[config.mk]
export PLATFORM = sky130hd
export DESIGN_NAME = bp_mem_multiport_arb
export DESIGN_NICKNAME = d
export VERILOG_FILES = /design/src/rtl/bp_mem_multiport_arb_pkg.sv /design/src/rtl/bp_mem_tag_fifo.sv /design/src/rtl/bp_mem_multiport_arb.sv
export SDC_FILE = /design/constraint.sdc
export NUM_CORES = 1
export LEC_CHECK = 0
export ABC_CLOCK_PERIOD_IN_PS = 3160
export CAP_MARGIN = 20
export CORE_AREA = 2 2 256 258
export DETAILED_ROUTE_END_ITERATION = 10
export DIE_AREA = 0 0 258 260
export SLEW_MARGIN = 20
export SYNTH_ARGS = -nofsm -noshare
export SYNTH_HDL_FRONTEND = slang
export SYNTH_HIERARCHICAL = 1
export SYNTH_SLANG_ARGS = --single-unit
[constraint.sdc]
create_clock -name clk_i -period 3.16 [get_ports clk_i]
set_input_delay 0.632 -clock clk_i [delete_from_list [all_inputs] [get_ports clk_i]]
set_output_delay 0.632 -clock clk_i [all_outputs]
set_load 0.1 [all_outputs]
[src/rtl/bp_mem_multiport_arb_pkg.sv]
`default_nettype none
// ============================================================================
// Module   : bp_mem_multiport_arb_pkg
// Purpose  : Shared helpers for the multi-port memory front end: port-index
//            width function and the default requester tag type.
// Revision : 1.0 - initial release
// ============================================================================
package bp_mem_multiport_arb_pkg;

  // Bits needed to index n requesters (never less than one bit)
  function automatic int unsigned idx_width(input int unsigned n);
    return (n > 1) ? $clog2(n) : 1;
  endfunction

  localparam int unsigned DEFAULT_NUM_PORTS = 2;
  localparam int unsigned DEFAULT_TAG_W     = idx_width(DEFAULT_NUM_PORTS);

  // Tag identifying the requester that issued an in-flight command
  typedef logic [DEFAULT_TAG_W-1:0] bp_mem_tag_t;

endpackage
`default_nettype wire

[src/rtl/bp_mem_tag_fifo.sv]
`default_nettype none
// ============================================================================
// Module   : bp_mem_tag_fifo
// Purpose  : Circular tag FIFO recording which requester owns each in-flight
//            memory command. Pointers carry a wrap bit so full/empty are
//            distinguished without a separate counter.
// Revision : 1.0 - initial release
// ============================================================================
module bp_mem_tag_fifo #(
  parameter int unsigned depth_p = 4,
  parameter int unsigned width_p = 1
) (
  input  logic                             clk_i,
  input  logic                             reset_n_i,
  input  logic                             push_i,
  input  logic [width_p-1:0]               push_data_i,
  input  logic                             pop_i,
  output logic [width_p-1:0]               head_o,
  output logic                             full_o,
  output logic                             empty_o,
  output logic [$clog2(depth_p+1)-1:0]     count_o
);

  localparam int unsigned IDX_W = (depth_p > 1) ? $clog2(depth_p) : 1;
  localparam int unsigned CNT_W = $clog2(depth_p + 1);
  localparam logic [IDX_W-1:0] LAST_IDX = IDX_W'(depth_p - 1);

  logic [IDX_W-1:0] wr_idx_q, wr_idx_d;
  logic [IDX_W-1:0] rd_idx_q, rd_idx_d;
  logic             wr_wrap_q, wr_wrap_d;
  logic             rd_wrap_q, rd_wrap_d;
  logic [width_p-1:0] mem_q [depth_p];
  logic             push_ok;
  logic             pop_ok;

  assign empty_o = (wr_idx_q == rd_idx_q) && (wr_wrap_q == rd_wrap_q);
  assign full_o  = (wr_idx_q == rd_idx_q) && (wr_wrap_q != rd_wrap_q);
  assign push_ok = push_i && !full_o;
  assign pop_ok  = pop_i && !empty_o;
  assign head_o  = mem_q[rd_idx_q];

  // Occupancy from pointer distance; differing wrap bits mean the writer lapped
  always_comb begin
    if (wr_wrap_q == rd_wrap_q) begin
      count_o = CNT_W'(wr_idx_q) - CNT_W'(rd_idx_q);
    end else begin
      count_o = CNT_W'(depth_p) - CNT_W'(rd_idx_q) + CNT_W'(wr_idx_q);
    end
  end

  // Pointer advance modulo depth, toggling the wrap bit on rollover
  always_comb begin
    wr_idx_d  = wr_idx_q;
    wr_wrap_d = wr_wrap_q;
    rd_idx_d  = rd_idx_q;
    rd_wrap_d = rd_wrap_q;
    if (push_ok) begin
      if (wr_idx_q == LAST_IDX) begin
        wr_idx_d  = '0;
        wr_wrap_d = ~wr_wrap_q;
      end else begin
        wr_idx_d = wr_idx_q + IDX_W'(1);
      end
    end
    if (pop_ok) begin
      if (rd_idx_q == LAST_IDX) begin
        rd_idx_d  = '0;
        rd_wrap_d = ~rd_wrap_q;
      end else begin
        rd_idx_d = rd_idx_q + IDX_W'(1);
      end
    end
  end

  // Pointer registers; storage itself needs no reset
  always_ff @(posedge clk_i) begin
    if (!reset_n_i) begin
      wr_idx_q  <= '0;
      rd_idx_q  <= '0;
      wr_wrap_q <= 1'b0;
      rd_wrap_q <= 1'b0;
    end else begin
      wr_idx_q  <= wr_idx_d;
      rd_idx_q  <= rd_idx_d;
      wr_wrap_q <= wr_wrap_d;
      rd_wrap_q <= rd_wrap_d;
    end
  end

  // Tag storage write
  always_ff @(posedge clk_i) begin
    if (push_ok) begin
      mem_q[wr_idx_q] <= push_data_i;
    end
  end

endmodule
`default_nettype wire

[src/rtl/bp_mem_multiport_arb.sv]
`default_nettype none
// ============================================================================
// Module   : bp_mem_multiport_arb
// Purpose  : N-requester front end sharing one memory command/response port.
//            Round-robin command arbitration, in-order response routing via a
//            source-tag FIFO, sticky protocol-error and watchdog flags.
// Revision : 1.0 - initial release
// ============================================================================
module bp_mem_multiport_arb
  import bp_mem_multiport_arb_pkg::*;
#(
  parameter int unsigned num_ports_p       = 2,
  parameter int unsigned mem_msg_width_p   = 128,
  parameter int unsigned outstanding_els_p = 4,
  parameter int unsigned timeout_cycles_p  = 1024
) (
  input  logic                                      clk_i,
  input  logic                                      reset_n_i,
  input  logic [num_ports_p*mem_msg_width_p-1:0]    req_cmd_i,
  input  logic [num_ports_p-1:0]                    req_cmd_v_i,
  output logic [num_ports_p-1:0]                    req_cmd_ready_o,
  output logic [mem_msg_width_p-1:0]                req_resp_o,
  output logic [num_ports_p-1:0]                    req_resp_v_o,
  input  logic [num_ports_p-1:0]                    req_resp_yumi_i,
  output logic [mem_msg_width_p-1:0]                mem_cmd_o,
  output logic                                      mem_cmd_v_o,
  input  logic                                      mem_cmd_ready_i,
  input  logic [mem_msg_width_p-1:0]                mem_resp_i,
  input  logic                                      mem_resp_v_i,
  output logic                                      mem_resp_yumi_o,
  output logic [$clog2(outstanding_els_p+1)-1:0]    outstanding_o,
  output logic                                      error_o,
  output logic                                      timeout_o
);

  localparam int unsigned TAG_W = idx_width(num_ports_p);
  localparam int unsigned CNT_W = $clog2(outstanding_els_p + 1);
  localparam int unsigned WD_W  = $clog2(timeout_cycles_p + 1);
  localparam logic [WD_W-1:0] WD_MAX  = WD_W'(timeout_cycles_p);
  localparam logic [WD_W-1:0] WD_TRIP = WD_W'(timeout_cycles_p - 1);

  typedef logic [TAG_W-1:0] tag_t;

  logic [mem_msg_width_p-1:0] cmd_arr [num_ports_p];

  tag_t            rr_q, rr_d;
  logic [WD_W-1:0] wd_q, wd_d;
  logic            error_q, error_d;
  logic            timeout_q, timeout_d;

  tag_t            sel;
  logic            sel_v;
  logic            grant;
  logic            spurious;
  logic            fifo_pop;
  logic            fifo_full;
  logic            fifo_empty;
  tag_t            fifo_head;
  logic [CNT_W-1:0] fifo_count;

  // Unpack the flat command bus into one slice per requester
  for (genvar g = 0; g < int'(num_ports_p); g++) begin : g_unpack
    assign cmd_arr[g] = req_cmd_i[g*mem_msg_width_p +: mem_msg_width_p];
  end

  // Round-robin pick starting at the pointer; independent of memory ready
  always_comb begin : p_arb
    int unsigned cand;
    cand  = 0;
    sel   = '0;
    sel_v = 1'b0;
    for (int unsigned i = 0; i < num_ports_p; i++) begin
      cand = 32'(rr_q) + i;
      if (cand >= num_ports_p) begin
        cand = cand - num_ports_p;
      end
      if (!sel_v && req_cmd_v_i[tag_t'(cand)]) begin
        sel_v = 1'b1;
        sel   = tag_t'(cand);
      end
    end
  end

  // Command forward and grant; a full tag FIFO blocks even with a pending pop
  always_comb begin
    mem_cmd_o       = cmd_arr[sel];
    mem_cmd_v_o     = reset_n_i && sel_v && !fifo_full;
    grant           = mem_cmd_v_o && mem_cmd_ready_i;
    req_cmd_ready_o = '0;
    if (grant) begin
      req_cmd_ready_o[sel] = 1'b1;
    end
  end

  // Response routing to the oldest tag owner, or drop when nothing is owed
  always_comb begin
    req_resp_o      = mem_resp_i;
    req_resp_v_o    = '0;
    mem_resp_yumi_o = 1'b0;
    fifo_pop        = 1'b0;
    spurious        = 1'b0;
    if (reset_n_i && mem_resp_v_i) begin
      if (!fifo_empty) begin
        req_resp_v_o[fifo_head] = 1'b1;
        mem_resp_yumi_o         = req_resp_yumi_i[fifo_head];
        fifo_pop                = req_resp_yumi_i[fifo_head];
      end else begin
        mem_resp_yumi_o = 1'b1;
        spurious        = 1'b1;
      end
    end
  end

  // Next-state for pointer, watchdog and sticky fault flags
  always_comb begin
    rr_d = rr_q;
    if (grant) begin
      rr_d = (32'(sel) == num_ports_p - 1) ? '0 : sel + tag_t'(1);
    end
    wd_d = wd_q;
    if (fifo_empty || fifo_pop) begin
      wd_d = '0;
    end else if (wd_q != WD_MAX) begin
      wd_d = wd_q + WD_W'(1);
    end
    error_d   = error_q || spurious;
    timeout_d = timeout_q || (!fifo_empty && (wd_q == WD_TRIP));
  end

  // State registers with synchronous active-low reset
  always_ff @(posedge clk_i) begin
    if (!reset_n_i) begin
      rr_q      <= '0;
      wd_q      <= '0;
      error_q   <= 1'b0;
      timeout_q <= 1'b0;
    end else begin
      rr_q      <= rr_d;
      wd_q      <= wd_d;
      error_q   <= error_d;
      timeout_q <= timeout_d;
    end
  end

  bp_mem_tag_fifo #(
    .depth_p (outstanding_els_p),
    .width_p (TAG_W)
  ) u_tag_fifo (
    .clk_i       (clk_i),
    .reset_n_i   (reset_n_i),
    .push_i      (grant),
    .push_data_i (sel),
    .pop_i       (fifo_pop),
    .head_o      (fifo_head),
    .full_o      (fifo_full),
    .empty_o     (fifo_empty),
    .count_o     (fifo_count)
  );

  assign outstanding_o = fifo_count;
  assign error_o       = error_q;
  assign timeout_o     = timeout_q;

endmodule
`default_nettype wire

# Yosys cells after proc, flatten, opt, wreduce, memory -nomap -nowiden
# Memory sizes are Yosys's and may differ from the RTL's. A register that Yosys moved wholly into a read port is not among the register bits.
# Cells that the tools add are included.
# totals
romBits,0
ram_bits,4
inputBits,392
ff_bits,20
memories,1
latch_bits,0
output_inout_bits,267
wordCells,96
# op_classes
addsub,10
n_lt_le_gt_ge,9
muxes,36
bitwise,4
n_div,0
multipliers,0
shift,0
n_eq_ne,7
reduce_logical,21
# memory_table
memory,depth,width,read_ports,rd_ports_with_merged_regs,wr,line_no,source
u_tag_fifo.mem_q,4,1,1,1,1,bp_mem_tag_fifo.sv:32,logic [width_p-1:0] mem_q [depth_p];
# op_table
operator,n
$mux 128,3
$mux 1,23
$mux 2,7
$logic_and 1x1->1,12
$add 11x1->11 const B,1
$eq 11x10->1 const B,1
$ne 11x11->1 const B,1
$lt 1x2->1 const B,4
$add 2x1->2 const B,2
$eq 2x2->1 const B,2
$ge 2x2->1 const B,2
$reduce_and 2->1,2
$add 3x2->3,1
$logic_not 1->1,3
$logic_or 1x1->1,3
$mux 3,1
$not 1->1,3
$sub 2x2->3,1
$sub 3x2->3 const A,1
$add 1x1->2 const B,1
$demux 1 s1,2
$eq 2x2->1,1
$ge 1x1->1 const B,2
$ge 1x2->1 const B,1
6 further kinds,7

# Longest topological paths before layout
# Gate-level depths: netlist (run 1).
# depth
word_depth,14
depth_mapped,10
depth_no_buf,9

# Cells and area by module
# The synthesis (run 1) kept the hierarchy.
# modules_own_cells
mod,seq_area_each_um2,cells_each,instances,area_per_inst_um2
bp_mem_multiport_arb,280.3,362,1,3246.9
bp_mem_tag_fifo,280.3,71,1,755.7

# Worst setup path before layout (run 1)
# Ideal clock, no wire load.
# synth_path
kind,register -> output
start,register u_tag_fifo.wr_idx_q[0]
end,output port req_cmd_ready_o[1]
n_path_buf,1
path_slack_ns,-3.642
required_ns,2.528
path_stages_with_launch,8
arrival_time_ns,6.170
path_cell_list,dfxtp_1 -> inv_1 -> ha_1 -> nand2_1 -> clkbuf_1 -> nor2_1 -> nand2b_1 -> a2111oi_0
# synth_via
elab_chain_cells,6
# synth_rtl
item,line_no,source
from (decl),bp_mem_tag_fifo.sv:28,"logic [IDX_W-1:0] wr_idx_q, wr_idx_d;"
from (signal assigned),bp_mem_tag_fifo.sv:83,wr_idx_q <= wr_idx_d;
$eq 2x2->1,bp_mem_tag_fifo.sv:37,assign full_o = (wr_idx_q == rd_idx_q) && (wr_wrap_q != rd_wrap_q);
$logic_and 1x1->1,bp_mem_tag_fifo.sv:37,
via fifo_full,bp_mem_multiport_arb.sv:56,logic fifo_full;
$logic_not 1->1,bp_mem_multiport_arb.sv:87,mem_cmd_v_o = reset_n_i && sel_v && !fifo_full;
$logic_and 1x1->1,bp_mem_multiport_arb.sv:87,
$logic_and 1x1->1,bp_mem_multiport_arb.sv:88,grant = mem_cmd_v_o && mem_cmd_ready_i;
$mux 2,bp_mem_multiport_arb.sv:90,if (grant) begin
to (decl),bp_mem_multiport_arb.sv:21,"output logic [num_ports_p-1:0] req_cmd_ready_o,"
# The timed path passes the listed nets, and every way through them passes these cells.

# Worst setup path in the final report (run 1)
# layout_path
start,input port req_cmd_v_i[1]
end,output port mem_cmd_o[111]
# layout_via
elab_chain_cells,10
word_cells_on_any_way,13
classes_between,mux: 10; bitwise: 1; reduce/logical: 2
# layout_rtl
item,line_no,source
from (decl),bp_mem_multiport_arb.sv:20,"input logic [num_ports_p-1:0] req_cmd_v_i,"
$mux 1 (implied by the code) (2 in a row),bp_mem_multiport_arb.sv:77,if (!sel_v && req_cmd_v_i[tag_t'(cand)]) begin
$mux 1,bp_mem_multiport_arb.sv:77,
$logic_not 1->1,bp_mem_multiport_arb.sv:77,
$logic_and 1x1->1,bp_mem_multiport_arb.sv:77,
$mux 1 *,bp_mem_multiport_arb.sv:77,
$not 1->2 (implied by the code) *,bp_mem_multiport_arb.sv:86,mem_cmd_o = cmd_arr[sel];
$mux 128 (implied by the code) * (3 in a row),bp_mem_multiport_arb.sv:86,
to (decl),bp_mem_multiport_arb.sv:25,"output logic [mem_msg_width_p-1:0] mem_cmd_o,"
# Mark *: on every way between the ends. The rest lies on a longest branch, timed or not. The select of a mux whose other input is x is not followed.

==> results.cfg, run 1 <==
[hold_path]
hold_path_depth = 1
hold_path.class = reg2reg
min-delay-start = timeout_o$_SDFF_PN0_

[die]
io_pins = 659
die_h_um = 260
initial_utilization_pct = 6.243
fp.coreArea_mm2 = 0.06412
rows = 93
dieArea_mm2 = 0.06708
die_w_um = 258

[critical_path]
cp.arrival_ns = 2.44
worstSetupStartpointType = input pin
worst-path-max-fanout = 30
ff2ff_path_depth = 9
crit_path_end_kind = primary output
cp_data_required_time_ns = 2.53
timing.rr.start = u_tag_fifo/wr_idx_q[0]$_SDFFE_PN0P_
worst-setup-path-type = in2out
startpoint = req_cmd_v_i[1]

[clock_tree]
cts-buffers-inserted = 3
clk_latency_ns = 0.26
h-tree-depth = 1
cts_setup_buffers = 0
ctsResizeCount = 0
clk_pin_slew_worst_paths_ns = 0.06
root_buffer = clkbuf_16
clock-sinks = 26
clockBufferDepth = 2
cts_tree = yes
ctsHoldBuffers = 0

[place]
dp_hpwl_mm = 27.70
gp_congestion = 0.9633
pre_cts_ws_ns = 0.07814
port_buffers = 402
place_area_mm2 = 0.009646

[grt]
grt_pass1_wl_mm = 38.05
grt_max_degree = 31
overflow = 0
grt_pass1_vias = 4650
antenna_found_initial = 18
grt_usage_pct = 8.164

[synth]
syn-cell-area_mm2 = 0.004003
synth_nets = 835
yosys_warnings = 6
ys_async_sr_fraction_pct = 0
synth.distinct_cells = 47
synth_edf_count = 4
ys_ff_latch = 26
yosysSeqAreaShare_pct = 14.00
syn_avg_cell_area_um2 = 9.244
synthFlopType = dfxtp_1
synth_cells = 433

[routing]
routedWlPerCell_um = 19.52
drc = 0
drt_iter0_drc = 162
via_per_inst = 2.855
dr.pass1.iters = 4
drt-total-wl_mm = 30.82
vias = 4508
drt.antenna.violating_nets = 0

[final_layout]
layout_common_cells = clkdlybuf4s50_1 (263), buf_12 (137), mux2_2 (129)
fin_area_mm2 = 0.009744
area_growth_pct = 143.5
nNetsFinal = 1119
final_common_cell = clkdlybuf4s50_1
drive_gt1_share_pct = 43.16

[sta]
fin_ws_ns = 0.08840
hold_violations = 0
slew_headroom_pct = 40.31
min_period_ns = 3.072
finalCritPeriodShare_pct = 97.20
worst_pin_slew_ns = 0.8829
max_freq_mhz = 325.6
finalSetupViolCount = 0
finalMaxSlewViolations = 0
fin_skew_ns = 0.003587
grt_setup_unrepaired = false

[pwr]
p_per_area_mw_per_mm2 = 331.2
leakage_nw = 3.529
ir_drop_mv = 0.3505

[status]
status = completed

[flow_run]
cap_violations = 0
worst max-delay path, stage by stage:
cell and delay (ns):
clkdlybuf4s50_1 0.47, inv_1 0.10, a21oi_4 0.16, buf_12 0.20, buf_12 0.23, mux2_2 0.39
buf_12 0.17
path summary, 6_finish.rpt:
kind	end	slack, ns
min	timeout_o$_SDFF_PN0_	0.48
min reg2reg	timeout_o$_SDFF_PN0_	0.48
max	mem_cmd_o[111]	0.09
max reg2reg	flip-flop	0.49
final cells by class:
class,instances,area [um^2]
tap,855,1070
clock buffer,4,78.83
timing repair buffer,425,5563
inverter,16,60.06
multi-input combinational,245,2392
antenna,8,20.02
fill,7065,54370
sequential,26,560.5
kinds of logic after synthesis:
family / count (synthesis) / synth area share [%]
fa+ha+maj: 10 / 3.314
buf+inv: 162 / 27.85
simple gates: 64 / 9.410
xor+xnor: 4 / 1.344
mux: 132 / 37.36
flops: 26 / 14.00
compound gates: 35 / 6.721
synthesized netlist by cell type, types with 3 or more instances:
| cell type | count | area share (%) |
|---|---|---|
| nand3_1 | 4 | 0.50 |
| inv_1 | 16 | 1.5 |
| nor4b_1 | 3 | 0.66 |
| dfxtp_1 | 22 | 11 |
| o31ai_1 | 5 | 0.94 |
| nor3_1 | 3 | 0.38 |
| xor2_1 | 3 | 0.66 |
| nand2_1 | 12 | 1.1 |
| nand4_1 | 6 | 0.94 |
| or4_1 | 4 | 0.75 |
| ha_1 | 9 | 2.8 |
| a21oi_1 | 8 | 1.0 |
| nor3b_1 | 4 | 0.75 |
| mux2_2 | 129 | 36 |
| and2_1 | 5 | 0.78 |
| buf_4 | 128 | 24 |
| edfxtp_1 | 4 | 3.0 |
| nor2_1 | 10 | 0.94 |
| buf_2 | 15 | 1.9 |
state kept, by name, summed over array words and instances (netlist names), named ones only:
name / flops
u_tag_fifo/wr_idx_q: 2
u_tag_fifo/wr_wrap_q: 1
u_tag_fifo/rd_idx_q: 2
timeout_o: 1
rr_q: 1
wd_q: 11
error_o: 1
u_tag_fifo/rd_wrap_q: 1
u_tag_fifo/mem_q: 4
power breakdown:
part           leakage, nW  internal [mW]  switching, mW
combinational         3.28           1.06           1.53
sequential           0.215          0.346        0.00974
clock               0.0382          0.172          0.110
total                 3.53           1.57           1.65
routing by layer:
metal,GRT usage [%],vias up,wire length [um]
met1,8.616,2016,10570
met4,2.457,6,1151
met2,12.37,462,13410
met5,1.068,-,68
met3,6.365,40,5619
li1,-,1984,-
through the flow:
stage                     total power [mW]   TNS, ns  cells  utilization [%]  hold WS [ns]
after floorplan                      2.567  -0.06868    433                -        0.4604
after global placement               2.949         0   1567            15.04        0.4601
after detailed placement             2.962         0   1567            15.04        0.4658
after CTS                            3.251         0   1571            15.17        0.4840
after global routing                 3.317         0   1574            15.18        0.5073
final                                3.227         0   1579            15.20        0.4803
No activity file was read; power rests on OpenSTA's default activity.
==> run 2, diff against run 1 <==
--- a/config.mk
+++ b/config.mk
@@ -10,6 +10,7 @@
 export CORE_AREA = 2 2 256 258
 export DETAILED_ROUTE_END_ITERATION = 10
 export DIE_AREA = 0 0 258 260
+export PLACE_DENSITY_LB_ADDON = 0.15
 export SLEW_MARGIN = 20
 export SYNTH_ARGS = -nofsm -noshare
 export SYNTH_HDL_FRONTEND = slang
==> results.cfg, run 2 (synthesis results as in run 1) <==
[final_layout]
area_growth_pct = 143.8
drive_gt1_share_pct = 43.36
fillers = 7135
regArea_um2 = 561.8
nNetsFinal = 1118
multi_input_area_mm2 = 0.002404
largest-register = wd_q
final_common_cell = clkdlybuf4s50_1
reg.largest.list = wd_q: 11 flops, u_tag_fifo/mem_q: 4 flops
final_cell_count_no_fill = 1572
largest_reg_flops = 11
layout_common_cells = clkdlybuf4s50_1 (263), buf_12 (139), mux2_2 (129)

[critical_path]
cp_data_required_time_ns = 2.53
worst-setup-path-type = in2out
worst-path-max-fanout = 12
timing.rr.start = u_tag_fifo/wr_idx_q[0]$_SDFFE_PN0P_
ff2ff_path_depth = 10
crit_path_end_kind = primary output
cp.arrival_ns = 2.38
reg2reg_to = u_tag_fifo/wr_wrap_q$_SDFFE_PN0P_
reg2reg_slack_ns = 0.71
crit_end = mem_cmd_o[85]
worstSetupStartpointType = input pin
startpoint = req_cmd_v_i[1]

[die]
die_w_um = 258
io_pins = 659
initial_utilization_pct = 6.243
dieArea_mm2 = 0.06708
die_h_um = 260
rows = 93
fp.coreArea_mm2 = 0.06412

[flow_run]
cap_violations = 0

[grt]
grt_usage_pct = 10.54
grt_max_degree = 26
overflow = 0
grt_pass1_vias = 4611
grt_pass1_wl_mm = 47.46
antenna_found_initial = 8

[pwr]
p_per_area_mw_per_mm2 = 337.8
power_mw = 3.296
leakage_nw = 3.533
ir_drop_mv = 0.1641

[routing]
drt.antenna.violating_nets = 0
drt-total-wl_mm = 38.20
routedWlPerCell_um = 24.30
vias = 4453
drc = 0
via_per_inst = 2.833
dr.pass1.iters = 4
drt_iter0_drc = 100

[sta]
grt_setup_unrepaired = false
max_freq_mhz = 332.0
finalMaxSlewViolations = 0
slew_headroom_pct = 27.71
min_period_ns = 3.012
holdWs_ns = 0.4846
fin_skew_ns = 0.006032
hold_violations = 0
worst_pin_slew_ns = 1.069
finalSetupViolCount = 0
finalCritPeriodShare_pct = 95.33
setup_tns_ns = 0

[clock_tree]
cts-buffers-inserted = 3
clock-sinks = 26
clk_latency_ns = 0.27
root_buffer = clkbuf_16
clk_pin_slew_worst_paths_ns = 0.07
clockBufferDepth = 2
ctsHoldBuffers = 0
cts_tree = yes
h-tree-depth = 1

[place]
gp_congestion = 0.7784
dp_cells = 1566
dp_hpwl_mm = 34.61
port_buffers = 402

[status]
status = completed

[hold_path]
hold_path.class = reg2reg
hold_path_depth = 2
-- run 2: cell types whose count changed in the layout (fill, tap and decap cells not counted), sizes merged --
cell   before  now
buf       162  161
diode       8    2
-- run 2: how the worst min path moves through the flow --
stage / end / from / slack, ns
after floorplan: wd_q[10]$_SDFFE_PP0P_ / wd_q[10]$_SDFFE_PP0P_ / 0.46
after global placement: error_o$_SDFF_PN0_ / error_o$_SDFF_PN0_ / 0.47
after detailed placement: error_o$_SDFF_PN0_ / error_o$_SDFF_PN0_ / 0.48
after CTS: error_o$_SDFF_PN0_ / error_o$_SDFF_PN0_ / 0.49
after global routing: error_o$_SDFF_PN0_ / error_o$_SDFF_PN0_ / 0.52
final: error_o$_SDFF_PN0_ / error_o$_SDFF_PN0_ / 0.48
-- run 2: per-stage QoR --
step                      utilization [%]  instance area (um^2)  worst slack, ns
final                               15.22                  9759           0.1477
after global routing                15.21                  9754          0.04886
after CTS                           15.20                  9747          0.09675
after detailed placement            15.07                  9663           0.1080
after global placement              15.07                  9663           0.1005
after floorplan                         -                  4056         -0.03821
-- run 2: area by class of cell --
class	instances	share of cell area [%]
repair buffers	424	57.18
well taps	855	10.96
inverters	16	0.6154
multi-input cells	245	24.63
clock buffers	4	0.8077
diodes	2	0.05128
flip-flops and latches	26	5.756
-- run 2: worst max-delay path: stages --
cell and delay [ns]:
clkdlybuf4s50_1 0.49, inv_1 0.08, a21oi_4 0.16, buf_12 0.17
buf_4 0.24, mux2_2 0.39, buf_12 0.17
-- run 2: what timing repair did --
| item | CTS | global route |
|---|---|---|
| pin swaps | 0 | 1 |
| cloned | 0 | 0 |
| setup buffers | 0 | 0 |
| resized for setup | 1 | 2 |
| endpoints found under the setup margin | 1 | 1 |
-- run 2: metal layers --
metal	track usage, %	part of all wire (%)	vias to the layer above
met5	3.632	0.93	-
met4	0.9152	0.48	6
met3	7.680	16	19
met2	18.62	50	399
met1	9.982	32	2053
li1	-	-	1976
-- run 2: where the power goes --
group / internal (mW) / switching (mW) / total [mW]
logic: 1.06 / 1.58 / 2.63
clock network: 0.173 / 0.132 / 0.305
registers: 0.346 / 0.0107 / 0.357
